$ cat src/rtl/fix_div.sv
// Signed fixed-point divider: restoring division on magnitudes, one quotient bit per cycle.
// state | meaning: IDLE accept operands | CALC shift/subtract | SIGN apply sign or saturate | DONE hold result
module fix_div #(
  parameter int WIDTH       = 16,
  parameter int POINT_WIDTH = 8
) (
  input  logic                 clk,
  input  logic                 rst_n,
  input  logic                 in_valid,
  output logic                 in_ready,
  input  logic [WIDTH-1:0]     inA,
  input  logic [WIDTH-1:0]     inB,
  output logic                 out_valid,
  input  logic                 out_ready,
  output logic [2*WIDTH-1:0]   outQ,
  output logic                 div_zero
);

  localparam int N  = WIDTH + POINT_WIDTH;
  localparam int QW = 2 * WIDTH;
  localparam int CW = $clog2(N + 1);

  typedef enum logic [1:0] {IDLE, CALC, SIGN, DONE} state_t;

  state_t          state_q, state_d;
  logic [CW-1:0]   cnt_q, cnt_d;
  logic [N-1:0]    dvd_q, dvd_d;
  logic [WIDTH-1:0] rem_q, rem_d;
  logic [WIDTH:0]  div_q, div_d;
  logic            sign_q, sign_d;
  logic            zb_q, zb_d;
  logic [QW-1:0]   outq_q, outq_d;
  logic            dz_q, dz_d;

  logic [WIDTH:0]  sx_a, sx_b, mag_a, mag_b;
  logic [WIDTH:0]  rem_sh;
  logic            ge;
  logic [QW-1:0]   mag_ext;

  // WIDTH+1 bits so that -2^(WIDTH-1) has a representable magnitude
  assign sx_a   = {inA[WIDTH-1], inA};
  assign sx_b   = {inB[WIDTH-1], inB};
  assign mag_a  = inA[WIDTH-1] ? -sx_a : sx_a;
  assign mag_b  = inB[WIDTH-1] ? -sx_b : sx_b;
  assign rem_sh = {rem_q, dvd_q[N-1]};
  assign ge     = (rem_sh >= div_q);
  assign mag_ext = {{(QW-N){1'b0}}, dvd_q};

  always_comb begin
    state_d = state_q;
    cnt_d   = cnt_q;
    dvd_d   = dvd_q;
    rem_d   = rem_q;
    div_d   = div_q;
    sign_d  = sign_q;
    zb_d    = zb_q;
    outq_d  = outq_q;
    dz_d    = dz_q;
    unique case (state_q)
      IDLE: begin
        if (in_valid) begin
          rem_d = '0;
          cnt_d = CW'(N);
          dvd_d = N'({mag_a, {POINT_WIDTH{1'b0}}});
          div_d = mag_b;
          if (inB == '0) begin
            zb_d    = 1'b1;
            sign_d  = inA[WIDTH-1];
            state_d = SIGN;
          end else begin
            zb_d    = 1'b0;
            sign_d  = inA[WIDTH-1] ^ inB[WIDTH-1];
            state_d = CALC;
          end
        end
      end
      CALC: begin
        // dividend register doubles as the quotient shift register
        if (cnt_q != '0) begin
          rem_d = ge ? WIDTH'(rem_sh - div_q) : rem_sh[WIDTH-1:0];
          dvd_d = {dvd_q[N-2:0], ge};
          cnt_d = cnt_q - 1'b1;
        end else begin
          state_d = SIGN;
        end
      end
      SIGN: begin
        dz_d = zb_q;
        if (zb_q)
          outq_d = sign_q ? {1'b1, {(QW-1){1'b0}}} : {1'b0, {(QW-1){1'b1}}};
        else
          outq_d = sign_q ? -mag_ext : mag_ext;
        state_d = DONE;
      end
      DONE: begin
        if (out_ready) state_d = IDLE;
      end
      default: state_d = IDLE;
    endcase
  end

  always_ff @(posedge clk or negedge rst_n) begin
    if (!rst_n) begin
      state_q <= IDLE;
      cnt_q   <= '0;
      dvd_q   <= '0;
      rem_q   <= '0;
      div_q   <= '0;
      sign_q  <= 1'b0;
      zb_q    <= 1'b0;
      outq_q  <= '0;
      dz_q    <= 1'b0;
    end else begin
      state_q <= state_d;
      cnt_q   <= cnt_d;
      dvd_q   <= dvd_d;
      rem_q   <= rem_d;
      div_q   <= div_d;
      sign_q  <= sign_d;
      zb_q    <= zb_d;
      outq_q  <= outq_d;
      dz_q    <= dz_d;
    end
  end

  assign in_ready  = (state_q == IDLE);
  assign out_valid = (state_q == DONE);
  assign outQ      = outq_q;
  assign div_zero  = dz_q;

endmodule

$ cat config.mk
export PLATFORM = sky130hd
export DESIGN_NAME = fix_div
export DESIGN_NICKNAME = d
export VERILOG_FILES = /design/src/rtl/fix_div.sv
export SDC_FILE = /design/constraint.sdc
export NUM_CORES = 1
export LEC_CHECK = 0
export BUFFER_PORTS_ARGS = -buffer_cell sky130_fd_sc_hd__buf_2
export CAP_MARGIN = 0
export CORE_MARGIN = 2
export CORE_UTILIZATION = 43
export CTS_CLUSTER_SIZE = 25
export DETAILED_ROUTE_END_ITERATION = 16
export MAX_ROUTING_LAYER = met4
export PLACE_DENSITY = 0.71
export SLEW_MARGIN = 10
export SYNTH_ARGS = -nofsm -noshare
export SYNTH_HDL_FRONTEND = slang
export SYNTH_SLANG_ARGS = --single-unit
$ cat constraint.sdc
create_clock -name clk -period 3.2 [get_ports clk]
set_clock_uncertainty 0.05 [all_clocks]
set_input_delay 0.32 -clock clk [delete_from_list [all_inputs] [get_ports clk]]
set_output_delay 0.32 -clock clk [all_outputs]
set_load 0.03 [all_outputs]
==> summary.md <==
| Metric | Value |
|---|---|
| Post-cts hold buffer count | 0 |
| Minimum clock period | 2.723 ns |
| Vias in the first global route | 5300 |
| DRC viols | 0 |
| Post CTS Setup Buffer Count | 0 |
| Fraction of registers with async set/reset | 1.000 |
| Tcrit/Tclk final | 0.8510 |
| Maximum vdd drop | 0.0005669 V |
| Global-route wire length before repair | 26630 microns |
| Die Width | 125.9 microns |
| Diodes inserted | 0 |
| Synth top cells by count | 99 x dfrtp_1, 78 x o21ai_0, 71 x nand2_1, 70 x nor2_1, 49 x inv_1 |
| Initial drt markers | 492 |
| Vias per std cell | 5.722 |
| Peak Freq | 0.3672 GHz |
| Sequential area share after synthesis | 0.3877 |
| Status | completed |
| Worst Hold Class | input port to async pin |
| GRT overflow | 0 |
| Worst setup SP type | flip-flop |
| Clk buf depth | 2 |
| R2R cell count | 8 |
| Post-Syn Area | 6390 sq um |
| Most frequent cell after synthesis | dfrtp_1 |
| Depth of the CTS H-tree | 3 |
| Synthesized flop and latch total | 99 |
| Gp weighted congestion | 0.9518 |
| Placed cells | 984 |
| Syn-to-layout area delta | 13.45% |
| CP peak stage delay | 0.43 ns |
| Crit path kind | flip-flop to flip-flop |
| Die Area | 15850 sq um |
| Cell Pwr Density | 1123 nW/um^2 |
| Crit path launch | dvd_q[23] |
| CORE AREA | 14530 sq um |
| Post-synth top area share | 0.3877 |
| Largest net degree at the start of global routing | 68 |
| Row cnt | 44 |
| Via count | 5722 |
| Final wirelength | 15740 microns |
| Worst reg2reg endpoint | rem_q[1] |
| Slew HR | 0.4042 |
| Antenna violations before repair | 0 |
| Total Routing Usage GR | 0.2090 |
| Clock latency on the worst-skew pair | 0.36 ns |
| Avg WL per Cell | 15.74 microns |
| Worst-path clk slew | 0.07 ns |
| Syn Area/Cell | 8.441 sq um |
| First-pass DRT Iterations | 5 |
| Synth Instances | 757 |
| Reg2Reg Launch Point | dvd_q[23] |
| Die height | 125.9 microns |
| Fin cells | 1000 |
| Share of cells above drive strength 1 | 0.1483 |
| CP Data Arrival Time | 2.89 ns |
| Final-report setup violation count | 0 |
| Port-buffer cells | 70 |
| Slowest cell on the critical path | a311o_1 |
| Worst slew pin tran | 0.8916 ns |
| Largest cells by area after synthesis | dfrtp_1 39%, o21ai_0 6.1%, ha_1 5.1% |
| EDFF count, synth | 0 |
| Sum Neg Setup Slack | 0 ns |
| Post-cts gate resize count | 0 |
| Cell taking the most area after synthesis | dfrtp_1 |
| Root Buffer | clkbuf_16 |
| Post-DRT Antenna Nets | 0 |
| Critical path capture point type | flip-flop |
| Nets@finish | 874 |
| Leak | 3.203 nW |
| Final HPWL DP | 11520 microns |
| Final Max Slew Viols | 0 |
| Library cells used by synthesis | 58 |
| Cts bufs inserted | 9 |
| Initial Util | 0.4397 |
| Crit-path max FO | 9 |
| Max capacitance violation total | 0 |
| FF-to-FF setup slack | 0.48 ns |
| Top Ports | 71 |
| Yosys warnings | 0 |
| Worst path cell trace | inv_1 -> ha_1 -> nand2b_1 -> a211oi_2 -> o21ai_0 -> a311o_1 -> nand2_1 -> o311ai_0 |
| RSZ-0062 raised after global routing | no |
| Net Count, Synth | 820 |
| CTS tree | yes |
| Final Hold Fails | 0 |
| Synth Flop Type | dfrtp_1 |
| Sink Count | 99 |
| WP data required | 3.36 ns |
[cell families (layout without fill, tap and decap cells)]
group	after synthesis	in the layout	share of synthesized area
AOI/OAI and AO/OA	236	236	0.2406
xor gates and xnor gates	39	39	0.05346
adders and majority gates	27	27	0.05404
buffers and inverters	91	150	0.05365
DFF	99	99	0.3877
muxes	10	10	0.01625
and+or+nand+nor	255	255	0.1942
[cells in the final DEF, fill, tap and decap left out, types with 10 or more instances in the layout]
cell / n
o31ai_1: 17
buf_2: 69
inv_1: 49
nand2_1: 71
o211ai_1: 13
nand2b_1: 11
nor2b_1: 11
dfrtp_1: 99
xnor2_1: 12
a21oi_1: 38
nand3_1: 21
nor3_1: 19
buf_4: 15
a22oi_1: 16
o21ai_0: 78
ha_1: 25
o311ai_0: 10
nor2_1: 69
xor2_1: 27
[flip-flops by register name (all words and copies together), names as in the netlist]
signal    flops
outQ         32
dvd_q        24
div_q        17
rem_q        16
cnt_q         5
state_q       2
div_zero      1
sign_q        1
zb_q          1
[worst max-delay path: cells and delay by family (launching register included)]
| kind | cells | cell delay [ns] |
|---|---|---|
| buffers and inverters | 1 | 0.13 |
| adders and majority gates | 1 | 0.25 |
| AOI/OAI and AO/OA | 4 | 1.22 |
| and+or+nand+nor | 2 | 0.50 |
| DFF | 1 | 0.42 |
[final cells by class]
| class | count | area, sq um |
|---|---|---|
| tap | 184 | 230.2 |
| sequential | 99 | 2477 |
| fill | 1422 | 7284 |
| inverter | 49 | 183.9 |
| clock buffer | 10 | 239.0 |
| multi-input combinational | 567 | 3580 |
| clock inverter | 6 | 61.31 |
| timing repair buffer | 85 | 478.0 |
[routing by layer]
layer	vias to the layer above	global-route usage	wire, microns
met5	-	-	0
met4	0	0.05818	267
met3	23	0.03526	895
met2	160	0.2906	6667
met1	2694	0.3136	7910
li1	2845	-	-
[per-stage QoR]
stage          utilization  total power, mW  hold WS (ns)  cell area (sq um)  setup WS (ns)
6_report            0.4988            8.139      0.002561               7249         0.4769
5_1_grt             0.4988            8.829       0.09181               7249         0.1679
4_1_cts             0.4988            8.122       0.05356               7249         0.4894
3_5_place_dp        0.4781            7.020        0.4168               6949         0.4591
3_3_place_gp        0.4781            6.932        0.4082               6949         0.5472
2_1_floorplan            -            5.740      -0.02559               6390         0.6040
[worst max-delay path by stage]
stage / end / slack, ns / depth (start not counted)
4_1_cts: rem_q[1] / 0.49 / 8
6_report: rem_q[1] / 0.48 / 8
3_5_place_dp: rem_q[2] / 0.46 / 8
2_1_floorplan: outQ[22] / 0.60 / 8
5_1_grt: rem_q[2] / 0.17 / 8
3_3_place_gp: outQ[31] / 0.55 / 5
[report_power, final]
group | internal (mW) | leakage (nW) | switching, mW
Combinational | 1.79 | 1.83 | 2.93
Clock | 0.565 | 0.144 | 0.520
Sequential | 1.80 | 1.22 | 0.541
No activity file was read; power rests on OpenSTA's default activity.
